## config.mk

```make
export PLATFORM = sky130hd
export DESIGN_NAME = uart_rx_flat
export DESIGN_NICKNAME = d
export VERILOG_FILES = /design/src/rtl/uart_rx_if.sv /design/src/rtl/uart_rx.sv /design/src/flat_wrapper.sv
export SDC_FILE = /design/constraint.sdc
export NUM_CORES = 1
export LEC_CHECK = 0
export CORE_MARGIN = 2
export CORE_UTILIZATION = 30
export CTS_CLUSTER_DIAMETER = 40
export CTS_CLUSTER_SIZE = 16
export DETAILED_ROUTE_END_ITERATION = 12
export GPL_ROUTABILITY_DRIVEN = 0
export MAX_ROUTING_LAYER = met4
export PLACE_DENSITY = 0.51
export SYNTH_ARGS = -nofsm -noshare
export SYNTH_HDL_FRONTEND = slang
export SYNTH_SLANG_ARGS = --single-unit
```

## constraint.sdc

```tcl
create_clock -name clk -period 2.52 [get_ports clk]
set_input_delay 0.378 -clock clk [delete_from_list [all_inputs] [get_ports clk]]
set_output_delay 0.378 -clock clk [all_outputs]
set_load 0.005 [all_outputs]
```

## src/rtl/uart_rx_if.sv

```systemverilog
// UART receiver output bundle.
// master = receiver side, slave = consumer/line driver.
interface uart_rx_if;
  logic       din;
  logic [7:0] data_out;
  logic       valid;
  logic       parity_err;
  logic       frame_err;
  logic       busy;

  modport master (
    input  din,
    output data_out,
    output valid,
    output parity_err,
    output frame_err,
    output busy
  );

  modport slave (
    output din,
    input  data_out,
    input  valid,
    input  parity_err,
    input  frame_err,
    input  busy
  );
endinterface

```

## src/rtl/uart_rx.sv

```systemverilog
// UART receiver: 2-FF sync, mid-bit sampling, parity/stop checks.
// Option: UART_RX_MAJORITY_EN = 3-sample majority per bit.
`ifndef UART_FULL_ETU
`define UART_FULL_ETU 15
`endif

module uart_rx #(
  parameter int DATA_BITS   = 8,
  parameter int STOP_BITS   = 1,
  parameter bit PARITY_EN   = 1'b1,
  parameter bit PARITY_EVEN = 1'b1
) (
  input logic      clk,
  input logic      rst_n,
  uart_rx_if.master bus
);

  localparam logic [9:0] PM1 = 10'(`UART_FULL_ETU);
  localparam logic [9:0] H   = 10'(`UART_FULL_ETU >> 1);
  localparam logic [2:0] LASTB = 3'(DATA_BITS - 1);
  localparam logic [1:0] LASTS = 2'(STOP_BITS - 1);

  typedef enum logic [2:0] {
    S_IDLE,
    S_START,
    S_DATA,
    S_PARITY,
    S_STOP
  } state_t;

  state_t               r_state, w_state;
  logic [9:0]           r_etu, w_etu;
  logic [2:0]           r_bit, w_bitc;
  logic [1:0]           r_stop, w_stop;
  logic [DATA_BITS-1:0] r_shreg, w_shreg;
  logic                 r_pacc, w_pacc;
  logic                 r_facc, w_facc;
  logic                 r_sync1, r_sync2;
  logic                 r_armed;
  logic [7:0]           r_data;
  logic                 r_valid, r_perr, r_ferr;
  logic                 w_rx, w_bit, w_start_pt;
  logic                 w_bit_pt, w_done, w_pexp;

  assign w_rx     = r_sync2;
  assign w_bit_pt = (r_etu == PM1);
  assign w_pexp   = PARITY_EVEN ? ^r_shreg
                                : ~^r_shreg;

`ifdef UART_RX_MAJORITY_EN
  logic [1:0] r_hist;

  // Two previous line samples for the vote
  always_ff @(posedge clk or negedge rst_n) begin
    if (!rst_n) r_hist <= 2'b11;
    else        r_hist <= {r_hist[0], w_rx};
  end

  assign w_bit = (r_hist[1] & r_hist[0])
               | (r_hist[1] & w_rx)
               | (r_hist[0] & w_rx);
  assign w_start_pt = (r_etu == H + 10'd1);
`else
  assign w_bit      = w_rx;
  assign w_start_pt = (r_etu == H);
`endif

  // Line synchroniser, idles high
  always_ff @(posedge clk or negedge rst_n) begin
    if (!rst_n) begin
      r_sync1 <= 1'b1;
      r_sync2 <= 1'b1;
    end else begin
      r_sync1 <= bus.din;
      r_sync2 <= r_sync1;
    end
  end

  // Next-state, counters and accumulators
  always_comb begin
    w_state = r_state;
    w_etu   = w_bit_pt ? 10'd0 : r_etu + 10'd1;
    w_bitc  = r_bit;
    w_stop  = r_stop;
    w_shreg = r_shreg;
    w_pacc  = r_pacc;
    w_facc  = r_facc;
    w_done  = 1'b0;
    unique case (r_state)
      S_IDLE: begin
        w_etu  = 10'd0;
        w_pacc = 1'b0;
        w_facc = 1'b0;
        if (r_armed && !w_rx)
          w_state = S_START;
      end
      S_START: begin
        if (w_start_pt) begin
          w_etu  = 10'd0;
          w_bitc = 3'd0;
          w_state = w_bit ? S_IDLE : S_DATA;
        end
      end
      S_DATA: begin
        if (w_bit_pt) begin
          w_shreg = {w_bit,
                     r_shreg[DATA_BITS-1:1]};
          if (r_bit == LASTB) begin
            w_stop  = 2'd0;
            w_state = PARITY_EN ? S_PARITY
                                : S_STOP;
          end else begin
            w_bitc = r_bit + 3'd1;
          end
        end
      end
      S_PARITY: begin
        if (w_bit_pt) begin
          w_pacc  = (w_bit != w_pexp);
          w_stop  = 2'd0;
          w_state = S_STOP;
        end
      end
      S_STOP: begin
        if (w_bit_pt) begin
          if (!w_bit) w_facc = 1'b1;
          if (r_stop == LASTS) begin
            w_done  = 1'b1;
            w_state = S_IDLE;
          end else begin
            w_stop = r_stop + 2'd1;
          end
        end
      end
      default: begin
        w_state = S_IDLE;
        w_etu   = 10'd0;
      end
    endcase
  end

  // FSM state and frame working registers
  always_ff @(posedge clk or negedge rst_n) begin
    if (!rst_n) begin
      r_state <= S_IDLE;
      r_etu   <= 10'd0;
      r_bit   <= 3'd0;
      r_stop  <= 2'd0;
      r_shreg <= '0;
      r_pacc  <= 1'b0;
      r_facc  <= 1'b0;
    end else begin
      r_state <= w_state;
      r_etu   <= w_etu;
      r_bit   <= w_bitc;
      r_stop  <= w_stop;
      r_shreg <= w_shreg;
      r_pacc  <= w_pacc;
      r_facc  <= w_facc;
    end
  end

  // Re-arm only after the line is seen high while idle,
  // so a held-low break yields a single frame
  always_ff @(posedge clk or negedge rst_n) begin
    if (!rst_n)
      r_armed <= 1'b0;
    else if (r_state == S_IDLE && w_state == S_START)
      r_armed <= 1'b0;
    else if (r_state == S_IDLE && w_rx)
      r_armed <= 1'b1;
  end

  // Output byte and flags, updated once per frame
  always_ff @(posedge clk or negedge rst_n) begin
    if (!rst_n) begin
      r_data  <= 8'd0;
      r_valid <= 1'b0;
      r_perr  <= 1'b0;
      r_ferr  <= 1'b0;
    end else begin
      r_valid <= w_done;
      if (w_done) begin
        r_data <= 8'(r_shreg);
        r_perr <= w_pacc;
        r_ferr <= w_facc;
      end
    end
  end

  assign bus.data_out   = r_data;
  assign bus.valid      = r_valid;
  assign bus.parity_err = r_perr;
  assign bus.frame_err  = r_ferr;
  assign bus.busy       = (r_state != S_IDLE);

endmodule
```

## src/flat_wrapper.sv

```systemverilog
// flat-port wrapper written by rule: the top's interface ports become plain ports
module uart_rx_flat 
#(
  parameter int DATA_BITS   = 8,
  parameter int STOP_BITS   = 1,
  parameter bit PARITY_EN   = 1'b1,
  parameter bit PARITY_EVEN = 1'b1
)
  (clk, rst_n, bus_din, bus_data_out, bus_valid, bus_parity_err, bus_frame_err, bus_busy);
  uart_rx_if bus_i ();
  input logic clk;
  input logic rst_n;
  input wire logic [$bits(bus_i.din)-1:0] bus_din;
  output wire logic [$bits(bus_i.data_out)-1:0] bus_data_out;
  output wire logic [$bits(bus_i.valid)-1:0] bus_valid;
  output wire logic [$bits(bus_i.parity_err)-1:0] bus_parity_err;
  output wire logic [$bits(bus_i.frame_err)-1:0] bus_frame_err;
  output wire logic [$bits(bus_i.busy)-1:0] bus_busy;
  assign bus_i.din = bus_din;
  assign bus_data_out = bus_i.data_out;
  assign bus_valid = bus_i.valid;
  assign bus_parity_err = bus_i.parity_err;
  assign bus_frame_err = bus_i.frame_err;
  assign bus_busy = bus_i.busy;
  uart_rx #(.DATA_BITS(DATA_BITS), .STOP_BITS(STOP_BITS), .PARITY_EN(PARITY_EN), .PARITY_EVEN(PARITY_EVEN)) u_core (.clk(clk), .rst_n(rst_n), .bus(bus_i));
endmodule
```

Word-level counts from Yosys, hierarchy flattened
Index checks and enable logic that the tools add are counted.
Widths: inputs -> output; s select.

cells by class
  mux-type cells = 32
  bitwise operators = 0
  $lt $le $gt $ge = 0
  $mul = 0
  add/sub/neg operators = 3
  reductions and logical operators = 15
  eq/ne operators = 16
  shift operators = 0
  divide/modulo/power cells = 0

operators by type and width
  operator               number
  $mux 3                 10
  $mux 10                2
  $pmux 10 s2            1
  $pmux 3 s5             1
  $mux 2                 6
  $add 10x1->10 const B  1
  $eq 10x3->1 const B    1
  $eq 10x4->1 const B    1
  $ne 2x1->1 const B     5
  $mux 1                 8
  $reduce_xor 8->1       1
  $eq 3x1->1 const B     2
  $eq 3x2->1 const B     2
  $eq 3x3->1 const B     2
  $pmux 2 s3             1
  $pmux 3 s2             1
  $reduce_and 6->1       1
  $reduce_bool 3->1      2
  $ne 2x2->1 const B     2
  $pmux 1 s2             2
  $reduce_and 4->1       1
  $reduce_bool 2->1      2
  $add 3x1->3 const B    1
  $logic_and 1x1->1      3
  other kinds (7)        7

storage, ports and cells
  memories = 0
  latch bits = 0
  register bits = 42
  bits in writable memories = 0
  bits in read-only memories = 0
  bits of input ports = 3
  output and inout port bits = 12

Depth between registers and ports, before layout
  word-level depth = 7
  depth in mapped cells = 7
  depth with buffers taken out = 6

Worst setup path before layout
OpenSTA, ideal clock, no wires.

  path kind = flip-flop to flip-flop
  start point = reg u_core.r_etu[0]
  end point = reg u_core.r_shreg[0]
  stages on the path, launching flop included = 8
  library setup time = 0.125 ns
  arrival = 1.718 ns
  path slack = 0.677 ns
  buffers on the path = 2
  data required time = 2.395 ns
  cell sequence = dfrtp_1 > ha_1 > and3_1 > buf_2 > and3_2 > buf_4 > nand3_4 > mux2_2

between the ends
  cells in the longest elaborated chain, start to end = 2

ends and longest elaborated chain
  what                        RTL line        RTL
  start, declared             uart_rx.sv:32   logic [9:0] r_etu, w_etu;
  start signal, assigned      uart_rx.sv:154  r_etu <= w_etu;
  $eq 10x4->1                 uart_rx.sv:46   assign w_bit_pt = (r_etu == PM1);
  $reduce_and 2->1 (no line)  n/a
  end signal, assigned        uart_rx.sv:157  r_shreg <= w_shreg;
  end, declared               uart_rx.sv:35   logic [DATA_BITS-1:0] r_shreg, w_shreg;

Every way passes these cells.
A chain may end at the register's enable or synchronous reset.

Final worst setup path
  start point = reg u_core.r_state[1]
  end point = out bus_busy

between the ends
  cells in the longest elaborated chain, start to end = 1

ends and longest elaborated chain
  what                    RTL line            RTL
  start, declared         uart_rx.sv:31       state_t r_state, w_state;
  start signal, assigned  uart_rx.sv:153      r_state <= w_state;
  $reduce_bool 3->1       uart_rx.sv:195      assign bus.busy = (r_state != S_IDLE);
  end, declared           flat_wrapper.sv:18  output wire logic [$bits(bus_i.busy)-1:0] bus_busy;

Every way passes these cells.

==> results_tabular.tex <==
\begin{tabular}{lr}
\hline
Metric & Value \\
\hline
\multicolumn{2}{l}{\textbf{Worst hold path}} \\
\quad Classification of the worst-slack hold path & primary input to async pin \\
\multicolumn{2}{l}{\textbf{Global route}} \\
\quad Total gr overflow & 0 \\
\quad Global-route wire length before repair & 6420 microns \\
\quad Met3 Usage GRT & 2.98\% \\
\quad GRT Max-Usage Layer & met2 \\
\quad Maximum number of pins on one net before global-route repair & 43 \\
\quad GR Layer Usage met2 & around 16\% \\
\quad Antenna violations before repair & 0 \\
\quad Via count of the first global-routing pass & 1288 \\
\quad Routing usage on met1 & about 16\% \\
\quad Aggregate global-route resource usage & 11.5\% \\
\multicolumn{2}{l}{\textbf{Synthesis}} \\
\quad Area of the mapped netlist & 2010 sq um \\
\quad Share of cell area taken by muxes after synthesis & $\sim$11\% \\
\quad Share of the synthesized area in the top cell type & 49.7\% \\
\quad Post-synthesis xor/xnor area fraction & 7.21\% \\
\quad Cell types occupying the most area after synthesis & sky130\_fd\_sc\_hd\_\_dfrtp\_1 50\%, sky130\_fd\_sc\_hd\_\_mux2\_2 8.9\%, sky130\_fd\_sc\_hd\_\_xor2\_1 3.5\%, sky130\_fd\_sc\_hd\_\_nor2\_1 2.8\%, sky130\_fd\_sc\_hd\_\_dfstp\_2 2.6\% \\
\quad Nets in the synthesized netlist & 178 \\
\quad Syn avg cell area & 11.8 sq um \\
\quad Cells after Synth & approximately 170 \\
\quad Compound-cell area share of the yosys netlist & about 5.8\% \\
\quad EDFF count, synth & 0 \\
\quad Main combinational cell family by area after synthesis & simple AND/OR/NAND/NOR gates \\
\quad Share of the yosys chip area belonging to registers & 52.3\% \\
\quad Number of flip-flops and latches in the synthesized netlist & 42 \\
\quad Cell taking the most area after synthesis & sky130\_fd\_sc\_hd\_\_dfrtp\_1 \\
\quad Primary FF master, synth & sky130\_fd\_sc\_hd\_\_dfrtp\_1 \\
\quad Async S/R FF share, synth & 100\% \\
\quad Number of distinct standard cells referenced by the synthesized netlist & 39 \\
\quad Basic-gate share of the synthesized area counting and, or, nand and nor cells & a little under a fifth \\
\quad Count of warnings emitted by yosys & 0 \\
\quad Adder and majority cell fraction of the synthesized area & 2.49\% \\
\multicolumn{2}{l}{\textbf{Worst setup path}} \\
\quad Data arrival, critical path & approximately 1800 ps \\
\quad Total buffers and inverters traversed by the critical path & 3 \\
\quad Master of the slowest instance on the critical path & sky130\_fd\_sc\_hd\_\_clkdlybuf4s50\_1 \\
\quad Nature of the critical path startpoint & flip-flop \\
\quad Worst endpoint required time & 2140 ps \\
\quad Worst reg2reg setup slack & 490 ps \\
\quad CP Capture Type & primary output \\
\quad Max incr delay on CP & just under 500 ps \\
\quad Cell breakdown of the critical path & buf\_4 > nor3\_1 > inv\_1 > clkdlybuf4s50\_1 \\
\quad Critical-path maximum fanout & 13 \\
\quad Critical path start-end classification & flip-flop to primary output \\
\quad CP top delay family & buffers and inverters \\
\multicolumn{2}{l}{\textbf{CTS}} \\
\quad Hold buffer count at cts & 0 \\
\quad Number of clock sinks seen by CTS & 42 \\
\quad Clock transition time at the flip-flop clock pins of the worst setup and hold paths & 80 ps \\
\quad Setup Buffers After CTS & 0 \\
\quad Number of levels the H-tree was split into & 2 \\
\quad Root buffer selected by CTS & sky130\_fd\_sc\_hd\_\_clkbuf\_8 \\
\quad Number of gates resized after cts & 0 \\
\quad Maximum root-to-sink buffer count & 2 \\
\quad Clk Latency, worst-skew pair & about 290 ps \\
\quad Clock tree from TritonCTS & done \\
\quad Cts bufs inserted & 5 \\
\multicolumn{2}{l}{\textbf{STA}} \\
\quad Transition at the pin with the smallest max-transition slack & 922 ps \\
\quad Final setup TNS & 0 ps \\
\quad Number of max-slew violations in the final report & 0 \\
\quad Number of endpoints with negative hold slack in the final report & 0 \\
\quad Peak Freq & 454 MHz \\
\quad Final critical-path share of the clock period & roughly 87\% \\
\quad Number of failing setup endpoints in the final timing report & 0 \\
\quad Unrepaired setup endpoints after global routing & no \\
\quad Crit path time final & 2200 ps \\
\quad Relative max-transition margin & 38.6\% \\
\quad Post-route worst setup slack & about 320 ps \\
\quad Post-Route Skew & slightly below 8 ps \\
\quad Worst hold slack & 219 ps \\
\multicolumn{2}{l}{\textbf{Run status}} \\
\quad Status & finished clean \\
\multicolumn{2}{l}{\textbf{Finish}} \\
\quad Most common library cell in the layout ignoring fill and taps & sky130\_fd\_sc\_hd\_\_dfrtp\_1 \\
\quad Final Non-Filler Cells & around 270 \\
\quad Fraction of final layout cells sized beyond drive strength 1 & 20.4\% \\
\quad Commonest cells after routing, fill and taps aside & 40 x sky130\_fd\_sc\_hd\_\_dfrtp\_1, 16 x sky130\_fd\_sc\_hd\_\_mux2\_2, 15 x sky130\_fd\_sc\_hd\_\_nor2\_1 \\
\quad Number of inserted diodes & 0 \\
\quad Final Net Count & 197 \\
\quad Utilization after layout & 36.7\% \\
\quad Finished layout cell area & between 2000 and 2500 sq um \\
\quad Relative area change from synthesis to final layout & 17.0\% \\
\quad FILL cells & $\sim$640 \\
\multicolumn{2}{l}{\textbf{Route}} \\
\quad Vias/cell & 4.75 \\
\quad DRT Pass-1 Iters & 4 \\
\quad DRT antenna net count & 0 \\
\quad Avg WL per Cell & $\sim$14 microns \\
\quad Drt drc & 0 \\
\quad Post-Route WL & 3680 microns \\
\quad Total via count in the routed design & 1274 \\
\quad Count of routing violations after the opening detailed-route iteration & 49 \\
\multicolumn{2}{l}{\textbf{Die}} \\
\quad Core box area & around 6400 sq um \\
\quad Initial Util & 31.3\% \\
\quad Number of rows in the core area & 29 \\
\quad Vertical die dimension & 85.9 microns \\
\quad Number of ports placed on the die boundary & 15 \\
\quad Die outline width & 85.9 microns \\
\quad Overall die area & around 7400 sq um \\
\multicolumn{2}{l}{\textbf{Power}} \\
\quad VDD IR max & 335 uV \\
\quad Internal power & between 1 and 1.5 mW \\
\quad Seq pwr share & 46.1\% \\
\quad Psw & 0.510 mW \\
\quad Relative contribution of combinational cells to total power & between 20 and 25\% \\
\quad Switching share of power & 30.1\% \\
\quad Cell leakage power & around 1.1 nW \\
\quad Power after layout & 1.69 mW \\
\quad Ratio of total power to cell area & 718 nW/um\^{}2 \\
\quad Clock network power share & 31.4\% \\
\multicolumn{2}{l}{\textbf{Placement}} \\
\quad Pre-CTS setup slack & 435 ps \\
\quad Port buffer count & 14 \\
\quad Inst Count DP & 260 \\
\quad Instance area after placement & 2250 sq um \\
\quad Detailed Place HPWL & 2500 microns \\
\multicolumn{2}{l}{\textbf{Run}} \\
\quad Number of maximum-capacitance violations & 0 \\
\hline
\end{tabular}
-- registers in the layout, indices dropped and copies added, names as in the netlist --
register,count
u_core.r_etu,10
u_core.bus.data_out,8
u_core.r_shreg,8
u_core.r_bit,3
u_core.r_state,3
u_core.r_stop,2
u_core.bus.frame_err,1
u_core.bus.parity_err,1
u_core.bus.valid,1
u_core.r_armed,1
u_core.r_facc,1
u_core.r_pacc,1
u_core.r_sync1,1
u_core.r_sync2,1
-- Yosys cell counts (2+ instances only) --
cell / instances
sky130_fd_sc_hd__and4_1: 2
sky130_fd_sc_hd__dfrtp_1: 40
sky130_fd_sc_hd__xor2_1: 8
sky130_fd_sc_hd__nor3_1: 4
sky130_fd_sc_hd__nand3_1: 5
sky130_fd_sc_hd__and3_1: 4
sky130_fd_sc_hd__nand2_1: 10
sky130_fd_sc_hd__nor4_4: 2
sky130_fd_sc_hd__dfstp_2: 2
sky130_fd_sc_hd__nand4_1: 3
sky130_fd_sc_hd__and3_2: 3
sky130_fd_sc_hd__clkbuf_1: 3
sky130_fd_sc_hd__mux2_2: 16
sky130_fd_sc_hd__mux2_1: 3
sky130_fd_sc_hd__o21ai_0: 6
sky130_fd_sc_hd__ha_1: 4
sky130_fd_sc_hd__nor2b_1: 3
sky130_fd_sc_hd__o21a_1: 2
sky130_fd_sc_hd__inv_1: 7
sky130_fd_sc_hd__nor2_1: 15
sky130_fd_sc_hd__a31oi_1: 4
sky130_fd_sc_hd__xnor2_1: 6
sky130_fd_sc_hd__nor3b_1: 2
sky130_fd_sc_hd__buf_2: 2
-- cell type report --
class | count | area [sq um] | share of cell area, %
clock inverters | 2 | 37.5 | 1.59
repair buffers | 18 | 165 | 7.01
inverters | 7 | 26.3 | 1.12
flip-flops and latches | 42 | 1050 | 44.7
well taps | 77 | 96.3 | 4.09
multi-input cells | 116 | 905 | 38.4
clock buffers | 6 | 72.6 | 3.08
-- kinds of logic after synthesis --
logic type | Yosys count
AO/OA/AOI/OAI | 17
XOR/XNOR | 15
adder cells (fa/ha/maj) | 4
buffers and inverters | 13
flip-flops | 42
multiplexers | 20
AND/OR/NAND/NOR | 60
-- path summary, 6_finish.rpt --
check                                  startpoint                    end  depth (start not counted)
worst max-delay path            u_core.r_state[1]               bus_busy                          4
worst min-delay path                        rst_n      u_core.r_state[2]                          1
worst max register to register    u_core.r_etu[0]  u_core.bus.parity_err                          6
min in group clk                   u_core.r_sync1         u_core.r_sync2                          0
max in group asynchronous                   rst_n       u_core.bus.valid                          1
worst min register to register     u_core.r_sync1         u_core.r_sync2                          0
-- per-layer routing --
| layer | share of wire (%) | vias to the layer above |
|---|---|---|
| met5 | 0 | - |
| li1 | - | 636 |
| met1 | 53 | 619 |
| met3 | 2.1 | 5 |
| met2 | 43 | 14 |
| met4 | 2.0 | 0 |
-- power by group through the flow --
stage / logic (mW) / clock network, mW / registers, mW
final: 0.380 / 0.531 / 0.779
after CTS: 0.383 / 0.555 / 0.779
after detailed placement: 0.381 / 0 / 0.792
after global routing: 0.433 / 0.580 / 0.789
after global placement: 0.384 / 0 / 0.791
after floorplan: 0.263 / 0 / 0.788
Note: power is estimated with default switching activity, not from simulation.
